File: src/rtl/tetris_pkg.sv
// Shared types and constants for the TETRIS gravity timer: level-to-period
// mapping and the drop timer state encoding.
package tetris_pkg;

  localparam int LEVEL_W = 4;

  localparam int unsigned PERIOD_BASE  = 1000;
  localparam int unsigned PERIOD_STEP  = 60;
  localparam int unsigned PERIOD_FLOOR = 100;

  typedef enum logic [1:0] {
    ST_IDLE   = 2'd0,
    ST_RUN    = 2'd1,
    ST_PAUSED = 2'd2
  } drop_state_t;

  // Drop period in base ticks: 1000 - 60*level, never below the floor.
  function automatic logic [10:0] period_ms(input logic [15:0] level);
    int unsigned dec;
    dec = 32'(level) * PERIOD_STEP;
    if (dec + PERIOD_FLOOR >= PERIOD_BASE) return 11'(PERIOD_FLOOR);
    return 11'(PERIOD_BASE - dec);
  endfunction

endpackage

File: src/rtl/tick_prescaler.sv
// Divides the system clock down to the 1 ms base tick. The counter only
// advances while iRUN is high and is forced to zero by iCLR.
module tick_prescaler #(
  parameter int PRESCALE = 50_000
) (
  input  logic iCLK,
  input  logic iRST,
  input  logic iCLR,
  input  logic iRUN,
  output logic oTICK
);

  localparam int PC_W = (PRESCALE > 2) ? $clog2(PRESCALE) : 1;
  localparam logic [PC_W-1:0] PC_MAX = PC_W'(PRESCALE - 1);

  logic [PC_W-1:0] pc_q, pc_d;

  always_comb begin
    pc_d = pc_q;
    if (iCLR)      pc_d = '0;
    else if (iRUN) pc_d = (pc_q == PC_MAX) ? '0 : pc_q + 1'b1;
  end

  // NOTE: state registers use non-blocking assignments so every flop samples
  // the pre-edge value of the others, matching the hardware.
  always_ff @(posedge iCLK) begin
    if (iRST) pc_q <= '0;
    else      pc_q <= pc_d;
  end

  assign oTICK = iRUN & (pc_q == PC_MAX);

endmodule

File: src/rtl/tetris_drop_timer.sv
// Gravity-tick generator: level-dependent drop period, held drop request,
// pause/restart and sticky overrun. Optional soft-drop: TETRIS_SOFTDROP_EN.
module tetris_drop_timer
  import tetris_pkg::*;
#(
  parameter int CLK_HZ  = 50_000_000,
  parameter int BASE_HZ = 1000,
  parameter int LEVEL_W = tetris_pkg::LEVEL_W,
  parameter int SOFT_MS = 50
) (
  input  logic               iCLK,
  input  logic               iRST,
  input  logic               iEN,
  input  logic               iPAUSE,
  input  logic               iRESTART,
  input  logic [LEVEL_W-1:0] iLEVEL,
  input  logic               iSOFT,
  input  logic               iDROP_ACK,
  output logic               oDROP_REQ,
  output logic               oOVERRUN,
  output logic [1:0]         oSTATE
);

  localparam int PRESCALE = CLK_HZ / BASE_HZ;
  localparam logic [10:0] SOFT_P = 11'(SOFT_MS);

  drop_state_t state_q, state_d;
  logic [10:0] mc_q, mc_d;
  logic        req_q, req_d;
  logic        ovr_q, ovr_d;

  logic        base_tick, run_en, clr, expire;
  logic [10:0] period, eff_period;

  assign period = period_ms(16'(iLEVEL));

`ifdef TETRIS_SOFTDROP_EN
  assign eff_period = (iSOFT && (SOFT_P < period)) ? SOFT_P : period;
`else
  logic unused_soft;
  assign eff_period  = period;
  assign unused_soft = iSOFT | (SOFT_P == '0);
`endif

  // Counting is gated by the inputs of this edge, so an edge that carries
  // iPAUSE (or a restart/disable) never advances the timebase.
  assign clr    = ~iEN | iRESTART | (state_q == ST_IDLE);
  assign run_en = (state_q != ST_IDLE) & iEN & ~iRESTART & ~iPAUSE;

  tick_prescaler #(
    .PRESCALE(PRESCALE)
  ) u_prescaler (
    .iCLK (iCLK),
    .iRST (iRST),
    .iCLR (clr),
    .iRUN (run_en),
    .oTICK(base_tick)
  );

  // '>=' lets a shortened period expire on the very next base tick.
  assign expire = base_tick & (({1'b0, mc_q} + 12'd1) >= {1'b0, eff_period});

  always_ff @(posedge iCLK) begin
    if (iRST) state_q <= ST_IDLE;
    else      state_q <= state_d;
  end

  // NOTE: every always_comb output gets a default first so no path leaves
  // it unassigned, which would otherwise infer a latch.
  always_comb begin
    state_d = state_q;
    if (!iEN) begin
      state_d = ST_IDLE;
    end else begin
      case (state_q)
        ST_IDLE:   state_d = iPAUSE ? ST_PAUSED : ST_RUN;
        ST_RUN:    if (!iRESTART && iPAUSE)  state_d = ST_PAUSED;
        ST_PAUSED: if (!iRESTART && !iPAUSE) state_d = ST_RUN;
        default:   state_d = ST_IDLE;
      endcase
    end
  end

  always_comb begin
    mc_d  = mc_q;
    req_d = req_q;
    ovr_d = ovr_q;
    if (!iEN || state_q == ST_IDLE) begin
      mc_d  = '0;
      req_d = 1'b0;
      ovr_d = 1'b0;
    end else if (iRESTART) begin
      mc_d  = '0;
      req_d = 1'b0;
    end else begin
      if (expire)         mc_d = '0;
      else if (base_tick) mc_d = mc_q + 11'd1;
      if (expire) begin
        req_d = 1'b1;
        if (req_q && !iDROP_ACK) ovr_d = 1'b1;
      end else if (iDROP_ACK) begin
        req_d = 1'b0;
      end
    end
  end

  always_ff @(posedge iCLK) begin
    if (iRST) begin
      mc_q  <= '0;
      req_q <= 1'b0;
      ovr_q <= 1'b0;
    end else begin
      mc_q  <= mc_d;
      req_q <= req_d;
      ovr_q <= ovr_d;
    end
  end

  always_comb begin
    oDROP_REQ = req_q;
    oOVERRUN  = ovr_q;
    oSTATE    = state_q;
  end

endmodule

File: config.mk
export PLATFORM = sky130hd
export DESIGN_NAME = tetris_drop_timer
export DESIGN_NICKNAME = d
export VERILOG_FILES = /design/src/rtl/tetris_pkg.sv /design/src/rtl/tick_prescaler.sv /design/src/rtl/tetris_drop_timer.sv
export SDC_FILE = /design/constraint.sdc
export NUM_CORES = 1
export LEC_CHECK = 0
export CORE_MARGIN = 2
export CORE_UTILIZATION = 60
export DETAILED_ROUTE_END_ITERATION = 16
export PLACE_DENSITY = 0.8
export RECOVER_POWER = 50
export SLEW_MARGIN = 5
export SYNTH_ARGS = -nofsm -noshare
export SYNTH_HDL_FRONTEND = slang
export SYNTH_SLANG_ARGS = --single-unit
File: constraint.sdc
create_clock -name iCLK -period 7.5 [get_ports iCLK]
set_input_delay 1.125 -clock iCLK [delete_from_list [all_inputs] [get_ports iCLK]]
set_output_delay 1.125 -clock iCLK [all_outputs]
set_load 0.01 [all_outputs]
==> flow_summary.ini <==
[global_route]
antenna_found_initial = 0
first_pass_grt_wire_length_mm = 8.590
global_routing_usage_summed_across_all_routing_layers_pct = 24.22
grt_overflow_total = 0
grt_max_degree = 17
vias_in_the_first_global_route = 2028

[logic_synthesis]
synth.avg_cell_area_sq_um = 8.139
asyncSetResetFlopFracSynth_pct = 0
synth_top_cells_by_area = dfxtp_1 26%, ha_1 12%, xor2_1 6.1%
synth_sequential_area_ratio_pct = 25.50
synth_enable_flop_cells = 0
synth_flop_cell = dfxtp_1
synth_area_sq_um = 2434
synthDistinctLibCells = 55
synth_top_area_cell = dfxtp_1
post-synth-top-area-fraction_pct = 25.50
post_synth_inst_count = 299
ys_seq_elements = 31
synth_fp_nets = 339
synth_warnings = 0

[timing]
finalCritPeriodShare_pct = 85.98
tightest_slew_ns = 0.6855
timing.final.hold_violations = 0
max_slew_margin_pct = 54.06
drv_slew = 0
setup-violations-final = 0
final.setup.tns_ns = 0
clock-skew-final_ns = 0.005461
min_period_ns = 6.448
max_freq_ghz = 0.1551
unrepaired_setup_endpoints_after_global_routing = false

[critical_path]
reg2reg_from = mc_q[2]$_SDFFE_PP0P_
critical_path_arrival_ns = 6.63
critical_path_data_required_time_ns = 7.68
critPathLaunchType = input pin
critical_path.max_fanout = 7
worstReg2RegEnd = oOVERRUN$_SDFFE_PP0P_
reg2reg_depth = 12
slowest_delay_ns = 0.60
worst_reg_to_reg_setup_slack_ns = 4.51
critical_path.most_common_cell = ha_1
cp_cell_sequence = clkdlybuf4s50_1 > inv_1 > fa_1 > inv_1 > ha_1 > ha_1 > o21ai_0 > nor2_1 > or4b_4 > a2111oi_2 > a211oi_1 > and2_1 > ha_1 > a21oi_1 > o21ai_0 > o21bai_1 > a41oi_1 > buf_4 > nor2_1 > a32o_1
path_class = in2reg
end_kind = flip-flop
critical_path.slowest_cell = clkdlybuf4s50_1

[floorplanning]
initial_utilization_pct = 61.73
core_area_sq_um = 3943
rows = 23
die_h_um = 67.69
fp.dieW_um = 67.69
die_area_sq_um = 4581
ioPinCount = 15

[clocking]
clock_sinks = 31
tritoncts_clock_tree = built
cts-root-to-sink-buffers = 2
ctsHtreeMaxLevel = 2
cts-buffers-inserted = 5
ctsResizeCount = 0
cts-hold-fix-buffers = 0
clock_insertion_delay_worst_skew_ns = 0.28
cts_setup_buffers = 0
clockRootBuffer = clkbuf_8
path_clk_slew_ns = 0.06

[route]
num_vias = 2046
viasPerCell = 5.668
wl_mm = 4.920
drt.antenna.violating_nets = 0
drcViolationCount = 0
drt_pass1_iterations = 4
drt_first_iter_violations = 72
routed_wire_length_per_instance_um = 13.63

[power]
cellLeakagePower_nw = 1.014
cellPowerDensity_nw_per_um2 = 182.1
power.ir.vdd_worst_mv = 0.1098

[layout]
design.final.nets = 351
fin_util_pct = 68.07
final_layout_fill_cell_count = 342
postLayoutCellArea_sq_um = 2684
antenna_cells = 0
final_layout_size_suffix_gt1_share_pct = 6.109
synthToLayoutAreaGrowth_pct = 10.28

[hold_path]
timing.hold.worst.start = mc_q[10]$_SDFFE_PP0P_
hold-path-endpoint = mc_q[10]$_SDFFE_PP0P_
holdCritPathClass = reg2reg
worstHoldPathCells = 2

[status]
outcome = completed

[placement]
io_buffers = 13
dpl-instance-area_sq_um = 2601
gp_routability_congestion = 0.8016
post-dp-hpwl_mm = 3.691

[job]
max_cap_violations = 0
==> through the flow <==
step	worst slack (ns)	hold slack [ns]	std cells	total power, W
6_report	1.052	0.4592	361	0.0004886
3_5_place_dp	0.8604	0.4535	354	0.0003306
2_1_floorplan	1.703	0.4319	299	0.0002949
3_3_place_gp	0.9811	0.4386	354	0.0003248
5_1_grt	0.7160	0.4792	361	0.0005177
4_1_cts	1.093	0.4623	361	0.0004901
==> sequential cells by signal (all words and copies together) (netlist names) <==
| name | flops |
|---|---|
| u_prescaler.pc_q | 16 |
| mc_q | 11 |
| oSTATE | 2 |
| oDROP_REQ | 1 |
| oOVERRUN | 1 |
==> worst max-delay path: cells and delay by family <==
| family | cells | cell delay (ns) |
|---|---|---|
| buffers and inverters | 4 | 0.97 |
| adder cells (fa/ha/maj) | 4 | 1.51 |
| AND/OR/NAND/NOR | 4 | 1.03 |
| AO/OA/AOI/OAI | 8 | 1.96 |
==> cell usage in the layout (no fill, tap or decap), types with 8 or more instances in the layout <==
cell type,Yosys,routed
inv_1,12,12
nand3_1,12,12
xnor2_1,14,14
xor2_1,17,17
nor2_1,36,36
dfxtp_1,31,31
nand2_1,37,38
ha_1,24,24
a21oi_1,19,19
clkdlybuf4s50_1,0,8
==> cell usage after synthesis (2+ instances only) <==
cell,count
xor2_1,17
and3_1,2
ha_1,24
xnor2_1,14
nor2_2,4
nor3_1,7
nor4bb_1,2
a21oi_1,19
nand4_1,7
a31oi_1,3
dfxtp_1,31
o211ai_1,2
nor2b_1,5
nor2_1,36
o21ai_0,4
inv_1,12
nand4b_1,2
nor4b_1,2
fa_1,5
a211oi_1,2
nor4_1,2
and2_1,2
nand2_1,37
mux2i_1,2
nand2b_1,5
nand3_1,12
buf_1,2
buf_2,2
clkbuf_1,6
o21bai_1,2
o21a_1,3
==> cell families after synthesis <==
| group | count (synthesis) | share of synthesized area [%] |
|---|---|---|
| fa+ha+maj | 29 | 16.45 |
| simple gates | 137 | 29.41 |
| other cells | 1 | 0.1541 |
| buf+inv | 22 | 3.496 |
| flops | 31 | 25.50 |
| compound gates | 45 | 12.34 |
| mux | 2 | 0.8227 |
| xor+xnor | 32 | 11.83 |
==> how the worst max path moves through the flow <==
stage	startpoint	to	slack, ns
2_1_floorplan	iLEVEL[0]	mc_q[2]$_SDFFE_PP0P_	1.70
3_3_place_gp	iLEVEL[0]	oOVERRUN$_SDFFE_PP0P_	0.98
3_5_place_dp	iLEVEL[0]	oOVERRUN$_SDFFE_PP0P_	0.86
4_1_cts	iLEVEL[2]	oOVERRUN$_SDFFE_PP0P_	1.09
5_1_grt	iLEVEL[2]	oOVERRUN$_SDFFE_PP0P_	0.72
6_report	iLEVEL[2]	oOVERRUN$_SDFFE_PP0P_	1.05
==> power by group <==
group	switching [W]	internal, W
clock	0.0000595	0.0000972
sequential	0.000000694	0.000165
combinational	0.0000946	0.0000714
==> cell type report <==
| type | instances | area (sq um) | share of cell area (%) |
|---|---|---|---|
| repair buffers | 15 | 145.1 | 5.408 |
| clock buffers | 6 | 72.57 | 2.704 |
| flip-flops and latches | 31 | 620.6 | 23.12 |
| multi-input cells | 246 | 1708 | 63.64 |
| clock inverters | 1 | 30.03 | 1.119 |
| well taps | 50 | 62.56 | 2.331 |
| inverters | 12 | 45.04 | 1.678 |
==> routing by layer <==
layer	wire length (um)	vias to the layer above	GRT usage (%)
met1	2276	957	28.05
met3	119	5	5.833
met2	2477	27	43.01
met5	0	-	0
li1	-	1057	-
met4	47	0	8.673
No activity file was read; power rests on OpenSTA's default activity.
